File: src/rtl/rob_pkg.sv
// Shared reorder-buffer definitions: retire FSM states and the queue entry layout
// {done, exc, wb_en, dest, value, pc} used by the queue, completion writers and retire unit.
package rob_pkg;

  typedef enum logic [1:0] {
    ST_RUN     = 2'd0,
    ST_FLUSH   = 2'd1,
    ST_RECOVER = 2'd2
  } retire_state_t;

  localparam int DEF_REG_W = 5;
  localparam int DEF_VAL_W = 32;
  localparam int DEF_PC_W  = 32;

  function automatic int entry_w(input int reg_w, input int val_w, input int pc_w);
    return 3 + reg_w + val_w + pc_w;
  endfunction

  function automatic int value_lsb(input int pc_w);
    return pc_w;
  endfunction

  function automatic int dest_lsb(input int val_w, input int pc_w);
    return pc_w + val_w;
  endfunction

  function automatic int wben_bit(input int reg_w, input int val_w, input int pc_w);
    return pc_w + val_w + reg_w;
  endfunction

  function automatic int exc_bit(input int reg_w, input int val_w, input int pc_w);
    return pc_w + val_w + reg_w + 1;
  endfunction

  function automatic int done_bit(input int reg_w, input int val_w, input int pc_w);
    return pc_w + val_w + reg_w + 2;
  endfunction

  localparam int PC_LSB    = 0;
  localparam int VALUE_LSB = value_lsb(DEF_PC_W);
  localparam int DEST_LSB  = dest_lsb(DEF_VAL_W, DEF_PC_W);
  localparam int WBEN_BIT  = wben_bit(DEF_REG_W, DEF_VAL_W, DEF_PC_W);
  localparam int EXC_BIT   = exc_bit(DEF_REG_W, DEF_VAL_W, DEF_PC_W);
  localparam int DONE_BIT  = done_bit(DEF_REG_W, DEF_VAL_W, DEF_PC_W);
  localparam int ENTRY_W   = entry_w(DEF_REG_W, DEF_VAL_W, DEF_PC_W);

endpackage

File: src/rtl/rob_entry_unpack.sv
// Combinational field slicer for one reorder-buffer entry.
module rob_entry_unpack
  import rob_pkg::*;
#(
  parameter int REG_W   = 5,
  parameter int VAL_W   = 32,
  parameter int PC_W    = 32,
  parameter int ENTRY_W = entry_w(REG_W, VAL_W, PC_W)
) (
  input  logic [ENTRY_W-1:0] entry,
  output logic               done,
  output logic               exc,
  output logic               wb_en,
  output logic [REG_W-1:0]   dest,
  output logic [VAL_W-1:0]   value,
  output logic [PC_W-1:0]    pc
);

  localparam int L_DONE  = done_bit(REG_W, VAL_W, PC_W);
  localparam int L_EXC   = exc_bit(REG_W, VAL_W, PC_W);
  localparam int L_WBEN  = wben_bit(REG_W, VAL_W, PC_W);
  localparam int L_DEST  = dest_lsb(VAL_W, PC_W);
  localparam int L_VALUE = value_lsb(PC_W);

  assign done  = entry[L_DONE];
  assign exc   = entry[L_EXC];
  assign wb_en = entry[L_WBEN];
  assign dest  = entry[L_DEST +: REG_W];
  assign value = entry[L_VALUE +: VAL_W];
  assign pc    = entry[0 +: PC_W];

endmodule

File: src/rtl/rob_retire.sv
// In-order retire unit: pops completed reorder-buffer head entries, issues one registered
// register-file write per retire, and flushes/redirects on an excepting head.
module rob_retire
  import rob_pkg::*;
#(
  parameter int               REG_W      = 5,
  parameter int               VAL_W      = 32,
  parameter int               PC_W       = 32,
  parameter logic [PC_W-1:0]  EXC_VECTOR = 32'h0000_0080,
  parameter int               CNT_W      = 32,
  parameter int               ENTRY_W    = entry_w(REG_W, VAL_W, PC_W)
) (
  input  logic               clk,
  input  logic               reset,
  input  logic               qEmpty_IN,
  input  logic [ENTRY_W-1:0] qData_IN,
  output logic               qPopReq_OUT,
  output logic               qFlush_OUT,
  input  logic               stall_IN,
  output logic               wbEn_OUT,
  output logic [REG_W-1:0]   wbReg_OUT,
  output logic [VAL_W-1:0]   wbData_OUT,
  output logic               redirect_OUT,
  output logic [PC_W-1:0]    redirectPc_OUT,
  output logic [PC_W-1:0]    excPc_OUT,
  output logic [CNT_W-1:0]   retireCount_OUT
);

  retire_state_t    state, state_nxt;
  logic             head_done, head_exc, head_wb_en;
  logic [REG_W-1:0] head_dest;
  logic [VAL_W-1:0] head_value;
  logic [PC_W-1:0]  head_pc;
  logic             head_ready, do_retire, take_exc, in_flush;

  rob_entry_unpack #(
    .REG_W   (REG_W),
    .VAL_W   (VAL_W),
    .PC_W    (PC_W),
    .ENTRY_W (ENTRY_W)
  ) u_unpack (
    .entry (qData_IN),
    .done  (head_done),
    .exc   (head_exc),
    .wb_en (head_wb_en),
    .dest  (head_dest),
    .value (head_value),
    .pc    (head_pc)
  );

  // Head qualification, pop/flush strobes and next state; stall only matters in RUN.
  always_comb begin
    state_nxt  = ST_RUN;
    head_ready = 1'b0;
    do_retire  = 1'b0;
    take_exc   = 1'b0;
    in_flush   = 1'b0;
    case (state)
      ST_RUN: begin
        head_ready = !qEmpty_IN && head_done && !stall_IN;
        do_retire  = head_ready && !head_exc;
        take_exc   = head_ready && head_exc;
        state_nxt  = take_exc ? ST_FLUSH : ST_RUN;
      end
      ST_FLUSH: begin
        in_flush  = 1'b1;
        state_nxt = ST_RECOVER;
      end
      ST_RECOVER: begin
        state_nxt = ST_RUN;
      end
      default: begin
        state_nxt = ST_RUN;
      end
    endcase
    qPopReq_OUT = do_retire && !reset;
    qFlush_OUT  = in_flush && !reset;
  end

  // State register and registered writeback / redirect / counter outputs.
  always_ff @(posedge clk) begin
    if (reset) begin
      state           <= ST_RUN;
      wbEn_OUT        <= 1'b0;
      wbReg_OUT       <= {REG_W{1'b0}};
      wbData_OUT      <= {VAL_W{1'b0}};
      redirect_OUT    <= 1'b0;
      redirectPc_OUT  <= {PC_W{1'b0}};
      excPc_OUT       <= {PC_W{1'b0}};
      retireCount_OUT <= {CNT_W{1'b0}};
    end else begin
      state        <= state_nxt;
      wbEn_OUT     <= do_retire && head_wb_en;
      redirect_OUT <= in_flush;
      if (do_retire) begin
        wbReg_OUT       <= head_dest;
        wbData_OUT      <= head_value;
        retireCount_OUT <= retireCount_OUT + {{(CNT_W-1){1'b0}}, 1'b1};
      end
      if (take_exc) begin
        excPc_OUT <= head_pc;
      end
      if (in_flush) begin
        redirectPc_OUT <= EXC_VECTOR;
      end
    end
  end

endmodule

File: config.mk
export PLATFORM = sky130hd
export DESIGN_NAME = rob_retire
export DESIGN_NICKNAME = d
export VERILOG_FILES = /design/src/rtl/rob_pkg.sv /design/src/rtl/rob_entry_unpack.sv /design/src/rtl/rob_retire.sv
export SDC_FILE = /design/constraint.sdc
export NUM_CORES = 1
export LEC_CHECK = 0
export BUFFER_PORTS_ARGS = -buffer_cell sky130_fd_sc_hd__buf_4
export CAP_MARGIN = 20
export CORE_UTILIZATION = 45
export DETAILED_ROUTE_END_ITERATION = 10
export PLACE_DENSITY = 0.88
export SLEW_MARGIN = 15
export SYNTH_ARGS = -nofsm -noshare
export SYNTH_HDL_FRONTEND = slang
export SYNTH_SLANG_ARGS = --single-unit
File: constraint.sdc
create_clock -name clk -period 4.77 [get_ports clk]
set_input_delay 0.7155 -clock clk [delete_from_list [all_inputs] [get_ports clk]]
set_output_delay 0.7155 -clock clk [all_outputs]
set_load 0.01 [all_outputs]
# Word-level counts from Yosys, hierarchy flattened
# Index checks and enable logic that the tools add are counted.
dict set report word_totals {
  reg_bits 106
  inputBits 76
  out_inout_bits 137
  word_cells 27
}
dict set report op_classes {
  addsub 1
  eq_ne 1
  muxes 5
  reduce_logical 12
}
# operator count
set op_table {}
lappend op_table {{adder 32 x 1 -> 32 bit, second input constant} 1}
lappend op_table {{logical AND 1 bit} 7}
lappend op_table {{zero test 1 bit} 4}
lappend op_table {{2-to-1 mux 1 bit} 4}
lappend op_table {{case mux 2 bit (2 select lines)} 1}
lappend op_table {{== test 2 x 1 -> 1 bit, second input constant} 1}
lappend op_table {{zero test 2 bit} 1}

# Logic depth before layout (Yosys ltp)
# Gate-level depths: netlist of run 1.
dict set report depth {
  word_depth 6
  depth_mapped 6
  ltp_nobuf 5
}

# By module
# A second synthesis of run 1 with hierarchy kept.
dict set report unflattened {
  hier_cells 604
  hier_area_um2 4837.1
}
# mod instances cells_per_inst area_per_inst_um2 seq_area_each_um2
set by_module_without_submodules {}
lappend by_module_without_submodules {rob_retire 1 532 4296.6 2122.0}
lappend by_module_without_submodules {rob_entry_unpack 1 72 540.5 0.0}

# Least setup slack after synthesis of run 1
# OpenSTA, ideal clock, no wires.
dict set report synth_timing {
  kind {in2reg}
  start {in qEmpty_IN}
  end {reg retireCount_OUT[20]}
  setup_ns 0.121
  arrival_time_ns 2.349
  required_ns 4.649
  path_slack_ns 2.300
  path_stages 5
  path_buffers 1
  path_cell_list {or4b_4 > or3_4 > buf_6 > nor4_1 > mux2_2}
}
dict set report synth_via {
  elab_chain_len 5
}
# element line
set synth_lines {}
lappend synth_lines {{start: declaration} rob_retire.sv:15} ;# input logic qEmpty_IN,
lappend synth_lines {{zero test 1 bit} rob_retire.sv:60} ;# head_ready = !qEmpty_IN && head_done && !stall_IN;
lappend synth_lines {{logical AND 1 bit (2 in series)} rob_retire.sv:60}
lappend synth_lines {{logical AND 1 bit} rob_retire.sv:61} ;# do_retire = head_ready && !head_exc;
lappend synth_lines {{2-to-1 mux 1 bit} rob_retire.sv:58} ;# case (state)
lappend synth_lines {{end signal: assignment} rob_retire.sv:90} ;# retireCount_OUT <= {CNT_W{1'b0}};
lappend synth_lines {{end signal: assignment} rob_retire.sv:98} ;# retireCount_OUT <= retireCount_OUT + {{(CNT_W-1){1'b0}}, 1'b1};
lappend synth_lines {{end: declaration} rob_retire.sv:26} ;# output logic [CNT_W-1:0] retireCount_OUT
# Every way passes these cells.
# A chain may end at the register's enable or synchronous reset.

# Final worst setup path of run 1
dict set report layout_timing {
  start {in qData_IN[70]}
  end {out qPopReq_OUT}
}
dict set report layout_via {
  elab_chain_len 4
}
# element line
set layout_lines {}
lappend layout_lines {{start: declaration} rob_retire.sv:16} ;# input logic [ENTRY_W-1:0] qData_IN,
lappend layout_lines {{zero test 1 bit} rob_retire.sv:61}
lappend layout_lines {{logical AND 1 bit} rob_retire.sv:61}
lappend layout_lines {{2-to-1 mux 1 bit} rob_retire.sv:58}
lappend layout_lines {{logical AND 1 bit} rob_retire.sv:76} ;# qPopReq_OUT = do_retire && !reset;
lappend layout_lines {{end: declaration} rob_retire.sv:17} ;# output logic qPopReq_OUT,
# Every way passes these cells.

==> results of run 1 <==
[layout make-up]
| cell class | instances | area [um2] |
|---|---|---|
| fill | 806 | 3400 |
| sequential | 106 | 2122 |
| multi-input combinational | 393 | 1999 |
| timing repair buffer | 185 | 1416 |
| tap | 129 | 161.4 |
| clock buffer | 9 | 123.9 |
| clock inverter | 6 | 82.58 |
| inverter | 6 | 22.52 |
[layer usage]
metal | global-route usage | part of all wire | vias to the layer above
met2 | 0.3841 | 0.50 | 163
met5 | 0 | 0 | -
met4 | 0.09922 | 0.021 | 0
li1 | - | - | 2100
met1 | 0.2509 | 0.40 | 1939
met3 | 0.05548 | 0.074 | 19
[path summary, 6_finish.rpt]
kind              slack [ns]                   to  cells after the start                from
setup reg to reg        2.22  retireCount_OUT[31]                      4  retireCount_OUT[3]
setup / recovery        2.13          qPopReq_OUT                      6        qData_IN[70]
hold / removal          0.46        excPc_OUT[11]                      2       excPc_OUT[11]
hold reg to reg         0.46        excPc_OUT[11]                      2       excPc_OUT[11]
[flip-flops by register name, indices dropped and copies added (netlist names)]
name / count
state: 2
redirect_OUT: 1
excPc_OUT: 32
retireCount_OUT: 32
redirectPc_OUT: 1
wbReg_OUT: 5
wbEn_OUT: 1
wbData_OUT: 32
[cell families after synthesis]
group           count (synthesis)  share of synthesized area
simple gates                  242                     0.2633
flops                         106                     0.4839
compound gates                105                     0.1290
buf+inv                        70                    0.08816
fa+ha+maj                       1                   0.002853
mux                             7                    0.01798
xor+xnor                        7                    0.01398
other cells                     1                  0.0008551
[through the flow]
step                instances  utilization  power (mW)  instance area (um2)
finish                    834       0.6355       1.631                 5928
global route              834       0.6355       1.687                 5928
CTS                       832       0.6310       1.638                 5886
detailed placement        817       0.6089       1.060                 5679
global placement          817       0.6083       1.054                 5674
floorplan                 569            -      0.9999                 4498
[cells in the final DEF, fill, tap and decap left out, types with 2 or more instances in the layout]
cell type  Yosys  final
nor4_1         6      6
and2_1         3      3
inv_1          6      6
o31ai_1       15     15
and4_1         5      5
nor4b_1        4      4
clkbuf_8       0      9
nor2b_1        7      7
clkinv_2       0      3
or4_1         17     17
or3_1          4      4
nand4_1        8      8
xnor2_1        5      5
a21oi_1       87     87
conb_1         1     31
mux2_2         7      7
bufinv_16      0      2
buf_4         31    183
xor2_1         2      2
nor2_1        16     16
nand3_1       12     11
nand2_1      148    148
and3_1         4      4
nor3b_1        3      3
dfxtp_1      106    106
o21ai_0        2      2
[where the power goes]
group	total (mW)	switching, mW	internal (mW)
registers	0.905	0.00753	0.897
logic	0.138	0.0691	0.0684
clock network	0.589	0.299	0.290
total	1.63	0.375	1.26
[tightest hold or removal path: cells and delay by family (launching register included)]
family	cells	cell delay [ns]
and+or+nand+nor	1	0.05
AOI/OAI and AO/OA	1	0.05
DFF	1	0.32
==> reports/metrics.yaml, run 1 <==
critical_path:
  cp_slowest_cell: "nor4_2"
  cp_data_required_time_ns: 4.05
  cp_max_fo: 39
  crit_chain: "buf_4 -> nor4_2 -> nand2_1 -> buf_4 -> nor2_1 -> buf_4"
  crit_path_frequent_cell: "buf_4"
  path_class: "in -> out"
  crit_arrival_ns: 1.93
  critPathBufInv: 3
  end_kind: "output pin"
  worstSetupStartpointType: "input pin"
  cp_top_family: "simple AND/OR/NAND/NOR gates"
  crit_path_max_incr_delay_ns: 0.44
power:
  power_density_nw_per_um2: 275.2
  vdd_drop_max_mv: 0.1769
  power.leakage_nw: 2.438
clock_network:
  cts_setup_buffers: 0
  cts_root_buf: "clkbuf_8"
  cts.htree.levels: 3
  cts_resized: 0
  clkSinkCount: 106
  cts_tree: "yes"
  postCtsHoldBufs: 0
  clkTransAtPathRegs_ns: 0.09
  cts_max_path_buffers: 2
  cts_buffers: 9
  clk_latency_ns: 0.36
grt:
  grt_pass1_vias: 3929
  gr-total-overflow: 0
  grt_start_max_net_pins: 114
  grtUsageTotal: 0.2191
  grt_pass1_wl_um: 17800
  grt_antenna_before_repair: 0
synth:
  async_flop_share: 0
  syn_avg_cell_area_um2: 8.136
  ys_seq_area_frac: 0.4839
  yosys_most_used_dff: "dfxtp_1"
  synthCells: 539
  synth_common_cells: "148 x nand2_1, 106 x dfxtp_1, 87 x a21oi_1"
  ys_ff_latch: 106
  yosysMostFrequentCell: "nand2_1"
  synth_edf_count: 0
  synth_top_area_frac: 0.4839
  yosysUniqueCellTypes: 33
  synth_top_cells_by_area: "dfxtp_1 48%, nand2_1 13%, a21oi_1 9.9%, buf_4 5.3%, or4_1 2.9%"
  ys_warn_count: 0
  syn_area_um2: 4385
  yosysTopAreaCell: "dfxtp_1"
sta:
  rsz0062_at_grt: "no"
  layout_setup_ws_ns: 2.126
  fin_crit_sh: 0.5543
  worst_pin_slew_ns: 0.9399
  timing.fmax_mhz: 378.2
  fin_skew_ns: 0.007279
  setup_tns_ns: 0
  slew_headroom: 0.3715
  finalCriticalPeriod_ns: 2.644
  setup_viol: 0
  slew_viol_final: 0
  hold_viol: 0
  fin_hold_ws_ns: 0.4591
floorplanning:
  die_y_um: 100.7
  die_w_um: 100.7
  rows: 35
  start_util: 0.4702
  dieArea_um2: 10140
  fp.coreArea_um2: 9328
  ios: 213
job:
  drv_cap: 0
routing:
  drtPass1Iterations: 5
  vias_per_cell: 5.061
  wl_per_cell_um: 13.76
  vias: 4221
  ant_nets: 0
  routed_wirelength_um: 11480
  drc: 0
  drt_iter0_drc: 173
layout:
  layout.nets: 778
  area.growth.synth_to_final_pct: 35.18
  diodes: 0
  final_layout_size_suffix_gt1_frac: 0.3007
placement:
  place_ws_ns: 1.964
  gp_congestion: 0.7788
  hpwl_um: 8064
  numPortBuffers: 181
status:
  status: "complete, no violations"
min_path:
  hold_path_class: "reg -> reg"
Note: power is estimated with default switching activity, not from simulation.
==> inputs of run 2 (changes only) <==
ABC_AREA = 1   (was not set)
CORE_UTILIZATION = 43   (was 45)
PLACE_DENSITY = 0.87   (was 0.88)
clock period = 2.2 ns   (was 4.77 ns; I/O delays follow)
==> run 2 against run 1 <==
Against the previous run:
- sequential share of layout area fell by 1.8 points
- non-clock buffer count did not move
- synthesized cell count rose by 22%
- critical path type is now reg -> out
- final area rose by 5.3%
- cell count rose by 16%
- critical path depth did not move
- worst hold slack got worse by 0.28 ns
- clock skew rose by 0.0059 ns
==> reports/metrics.yaml, run 2 <==
critical_path:
  worstSetupStartpointType: "flop"
  worstSetupStartpoint: "state[0]"
  path_class: "reg -> out"
  cp_max_fo: 25
  end_kind: "output pin"
  crit_arrival_ns: 1.50
  r2r_slack_ns: 0.58
  cp_data_required_time_ns: 1.87
  worstReg2RegStart: "retireCount_OUT[1]"
  r2r_cells: 8
  crit_end: "qPopReq_OUT"
  r2r_end: "retireCount_OUT[10]"
synth:
  syn_area_um2: 4691
  ys_warn_count: 0
  synth_common_cells: "209 x nor2_1, 106 x dfxtp_1, 81 x o21ai_0"
  synth_top_area_frac: 0.4524
  yosysTopAreaCell: "dfxtp_1"
  synth_top_cells_by_area: "dfxtp_1 45%, nor2_1 17%, o21ai_0 8.6%, nand2_1 6.4%, buf_4 5.1%"
  yosys_most_used_dff: "dfxtp_1"
  syn_avg_cell_area_um2: 7.107
  yosysUniqueCellTypes: 27
  ys_seq_area_frac: 0.4524
  ys_ff_latch: 106
  async_flop_share: 0
  synth_edf_count: 0
  yosysMostFrequentCell: "nor2_1"
  synthCells: 660
placement:
  numPortBuffers: 181
  hpwl_um: 8845
  placed_area_um2: 6030
  gp_congestion: 0.8725
sta:
  setup_tns_ns: 0
  slew_headroom: 0.6302
  slew_viol_final: 0
  worst_pin_slew_ns: 0.5539
  finalCriticalPeriod_ns: 1.828
  timing.fmax_mhz: 547.2
  setup_viol: 0
  fin_skew_ns: 0.01317
  fin_crit_sh: 0.8307
  rsz0062_at_grt: "no"
  hold_viol: 0
routing:
  vias_per_cell: 4.754
  routed_wirelength_um: 12020
  ant_nets: 0
  wl_per_cell_um: 12.40
  drtPass1Iterations: 5
  vias: 4607
  drt_iter0_drc: 172
  drc: 0
floorplanning:
  ios: 213
  start_util: 0.4483
  die_w_um: 106.4
  fp.coreArea_um2: 10460
  dieArea_um2: 11330
  die_y_um: 106.4
  rows: 37
min_path:
  hold_path_class: "in -> reg"
  min_from: "qData_IN[12]"
grt:
  grt_pass1_vias: 4198
  gr-total-overflow: 0
  grtUsageTotal: 0.2118
  grt_pass1_wl_um: 19400
  grt_start_max_net_pins: 87
  grt_antenna_before_repair: 0
layout:
  n_fill_cell: 995
  area.growth.synth_to_final_pct: 33.10
  fin_area_um2: 6243
  final_layout_size_suffix_gt1_frac: 0.2761
  diodes: 0
  mostFrequentLayoutCells: "208 x nor2_1, 183 x buf_4, 106 x dfxtp_1"
  final_common_cell: "nor2_1"
  layout.nets: 905
  top_regs: "excPc_OUT (32), retireCount_OUT (32), wbData_OUT (32)"
  final_util: 0.5967
job:
  drv_cap: 0
clock_network:
  clkTransAtPathRegs_ns: 0.12
  cts_tree: "yes"
  cts_max_path_buffers: 2
  clkSinkCount: 106
  postCtsHoldBufs: 0
  cts_setup_buffers: 0
  clk_latency_ns: 0.36
  cts_root_buf: "clkbuf_8"
  cts.htree.levels: 3
  cts_buffers: 9
  cts_resized: 0
power:
  p_total_mw: 3.653
  vdd_drop_max_mv: 0.4216
  power.leakage_nw: 2.844
  power_frac_comb: 0.101
  clockPowerShare: 0.354
  power_density_nw_per_um2: 585.0
  swShare: 0.2571
  power_switching_mw: 0.9391
  p_int_mw: 2.714
  seqPwrFrac: 0.544
status:
  status: "complete, no violations"
## run 2: cell count changes after synthesis, sizes merged, moves of 12 or more
| cell | before | now |
|---|---|---|
| buf | 34 | 46 |
| clkbuf | 30 | 12 |
| a21oi | 87 | 15 |
| o21ai | 2 | 81 |
| nand2 | 148 | 86 |
| nand3 | 12 | 25 |
| o31ai | 15 | 0 |
| or4 | 17 | 0 |
| nor2 | 16 | 219 |
| inv | 6 | 46 |
## run 2: per-layer routing
layer	vias up	routed length, um	track usage
li1	2351	-	-
met1	2042	5135	0.2648
met2	191	5608	0.3544
met3	23	1045	0.05886
met4	0	226	0.06262
met5	-	0	0
## run 2: critical path: stages (launching register included)
cell,delay [ns]
dfxtp_1,0.33
inv_1,0.08
nand2_2,0.07
nor2_2,0.15
nand2_4,0.21
nor2_1,0.16
buf_4,0.14
## run 2: how the worst min path moves through the flow
stage / end / slack (ns) / depth (start not counted)
finish: excPc_OUT[12] / 0.18 / 3
global placement: redirectPc_OUT[7] / 0.44 / 2
floorplan: state[1] / 0.40 / 1
detailed placement: redirectPc_OUT[7] / 0.45 / 2
global route: excPc_OUT[12] / 0.16 / 3
CTS: excPc_OUT[8] / 0.16 / 3
## run 2: power groups by stage
stage | combinational (mW) | clock [mW] | sequential [mW]
after global routing | 0.409 | 1.41 | 2.00
after CTS | 0.372 | 1.34 | 1.99
after floorplan | 0.187 | 0 | 2.05
after global placement | 0.366 | 0 | 2.03
after detailed placement | 0.372 | 0 | 2.03
final | 0.370 | 1.29 | 1.99
## run 2: logic make-up after synthesis
family	synth area share
other cells	0.0007994
compound gates	0.1051
buf+inv	0.1147
simple gates	0.3244
flops	0.4524
fa+ha+maj	0.002667
## run 2: cell type report
type | count | area, um2 | share of cell area
flip-flops and latches | 106 | 2122 | 0.3399
multi-input cells | 480 | 2151 | 0.3445
well taps | 136 | 170.2 | 0.02725
inverters | 46 | 172.7 | 0.02766
clock buffers | 9 | 123.9 | 0.01984
clock inverters | 7 | 90.09 | 0.01443
repair buffers | 185 | 1414 | 0.2265
## run 2: metrics by stage
stage                     instances  worst slack, ns  hold slack (ns)
final                           969           0.3725           0.1787
after global routing            969           0.2319           0.1606
after CTS                       969           0.3356           0.1641
after detailed placement        953           0.4713           0.4457
after global placement          953           0.5144           0.4404
after floorplan                 690           0.7639           0.4024
==> inputs of run 3 (changes only) <==
ABC_AREA = 0   (was 1)
CORE_UTILIZATION = 45   (was 43)
PLACE_DENSITY = 0.88   (was 0.87)
clock period = 1.8 ns   (was 2.2 ns; I/O delays follow)
==> run 3 against run 2 <==
Against the previous run:
- flip-flop and latch count did not move
- critical endpoint is now retireCount_OUT[22]
- largest power group unchanged
- the flow now finishes with violations (setup timing)
- sequential share of layout area fell by 3.0 points
- first-iteration DRC count rose by 29%
- register-to-register slack got worse by 0.85 ns
- routed wire length rose by 19%
- core utilization rose by 14 points
- worst hold slack got worse by 0.044 ns
- largest cell class unchanged
- highest routed layer unchanged
- sequential power rose by 21%
- clock power rose by 14%
==> reports/metrics.yaml, run 3 (synthesized netlist as in run 1, its figures left out) <==
routing:
  vias: 4763
  drtPass1Iterations: 5
  vias_per_cell: 5.257
  drc: 0
  drt_iter0_drc: 222
  routed_wirelength_um: 14260
  wl_per_cell_um: 15.74
  ant_nets: 0
placement:
  gp_congestion: 0.7701
  dpl.cell_count: 861
  hpwl_um: 8823
  placed_area_um2: 6070
  numPortBuffers: 181
job:
  drv_cap: 0
critical_path:
  path_class: "reg -> reg"
  r2r_end: "retireCount_OUT[22]"
  crit_arrival_ns: 2.38
  worstSetupStartpointType: "flop"
  end_kind: "flop"
  worstReg2RegStart: "state[0]"
  cp_data_required_time_ns: 2.11
  cp_max_fo: 6
  r2r_cells: 4
  r2r_slack_ns: -0.27
  worstSetupStartpoint: "state[0]"
sta:
  fin_crit_sh: 1.148
  finalCriticalPeriod_ns: 2.067
  setup_viol: 63
  hold_viol: 0
  fin_skew_ns: 0.007225
  slew_viol_final: 0
  timing.fmax_mhz: 483.7
  layout_setup_ws_ns: -0.2672
  rsz0062_at_grt: "yes"
power:
  vdd_drop_max_mv: 0.5834
  power_switching_mw: 1.068
  seqPwrFrac: 0.558
  p_int_mw: 3.229
  power.leakage_nw: 2.949
  clockPowerShare: 0.341
  swShare: 0.2486
  power_frac_comb: 0.101
  power_density_nw_per_um2: 624.1
layout:
  area.growth.synth_to_final_pct: 57.00
  n_fill_cell: 651
  final_layout_size_suffix_gt1_frac: 0.4299
  seq_area_um2: 2136
  fin_cells: 906
  multiInputGateArea_um2: 2293
  final_common_cell: "buf_4"
  mostFrequentLayoutCells: "230 x buf_4, 147 x nand2_1, 97 x dfxtp_1"
  top_regs: "excPc_OUT (32), retireCount_OUT (32), wbData_OUT (32)"
  fin_area_um2: 6885
  layout.nets: 849
  diodes: 0
grt:
  grt_pass1_vias: 4277
  gr-total-overflow: 0
  grt_pass1_wl_um: 19370
  grt_antenna_before_repair: 0
  grtUsageTotal: 0.2401
  grt_start_max_net_pins: 74
clock_network:
  cts_root_buf: "clkbuf_8"
  clkSinkCount: 106
  cts_max_path_buffers: 2
  cts_tree: "yes"
  postCtsHoldBufs: 0
  clk_latency_ns: 0.36
  cts_buffers: 9
  clkTransAtPathRegs_ns: 0.10
  cts.htree.levels: 3
min_path:
  holdPathStages: 3
  holdPathEnd: "wbData_OUT[27]"
  min_from: "qData_IN[59]"
  hold_path_class: "in -> reg"
floorplanning:
  ios: 213
  fp.coreArea_um2: 9328
  die_y_um: 100.7
  start_util: 0.4702
  dieArea_um2: 10140
  die_w_um: 100.7
  rows: 35
status:
  violations: "setup timing"
  status: "finished, violations left"
[run 3: through the flow]
step	hold WS [ns]	utilization	TNS [ns]	setup slack [ns]	total power [mW]
after global placement	0.4390	0.6507	-3.011	-0.3152	2.818
after floorplan	0.4060	-	-2.479	-0.2236	2.648
after detailed placement	0.4442	0.6507	-4.434	-0.3352	2.830
after global routing	0.1236	0.7382	-7.444	-0.3052	4.444
final	0.1344	0.7382	-4.309	-0.2672	4.297
after CTS	0.1314	0.6939	-2.656	-0.1944	4.257
[run 3: worst max-delay path by stage]
stage	endpoint	slack, ns	cells past startpoint
final	retireCount_OUT[22]	-0.27	4
after global routing	retireCount_OUT[22]	-0.31	4
after CTS	retireCount_OUT[22]	-0.19	4
after detailed placement	retireCount_OUT[22]	-0.34	5
after global placement	retireCount_OUT[14]	-0.32	5
after floorplan	retireCount_OUT[14]	-0.22	5
[run 3: layout make-up]
cell class,instances,area share
well taps,129,0.02344
flip-flops and latches,106,0.3102
repair buffers,254,0.3015
inverters,6,0.003271
clock buffers,12,0.02399
clock inverters,4,0.004543
multi-input cells,395,0.3331
[run 3: timing repair]
| item | 4_1_cts | 5_1_grt |
|---|---|---|
| buffers inserted | 6 | 12 |
| pin swaps | 13 | 16 |
| resized for setup | 27 | 49 |
| cloned | 3 | 8 |
| setup endpoints to repair | 23 | 84 |
[run 3: worst max-delay path, stage by stage (launching register included)]
cell and delay, ns:
dfxtp_2 0.33, or4b_4 0.55, or3_4 0.47, or4_4 0.51, a21oi_2 0.15
[run 3: layer usage]
| metal | part of all wire | track usage |
|---|---|---|
| met5 | 0 | 0 |
| met4 | 0.029 | 0.09810 |
| met3 | 0.066 | 0.07004 |
| met2 | 0.52 | 0.4210 |
| met1 | 0.39 | 0.2732 |
[run 3: power groups by stage]
stage / clock network, mW / logic, mW / registers (mW)
floorplan: 0 / 0.184 / 2.46
global placement: 0 / 0.370 / 2.45
detailed placement: 0 / 0.380 / 2.45
CTS: 1.47 / 0.392 / 2.40
global route: 1.57 / 0.469 / 2.40
finish: 1.47 / 0.435 / 2.40
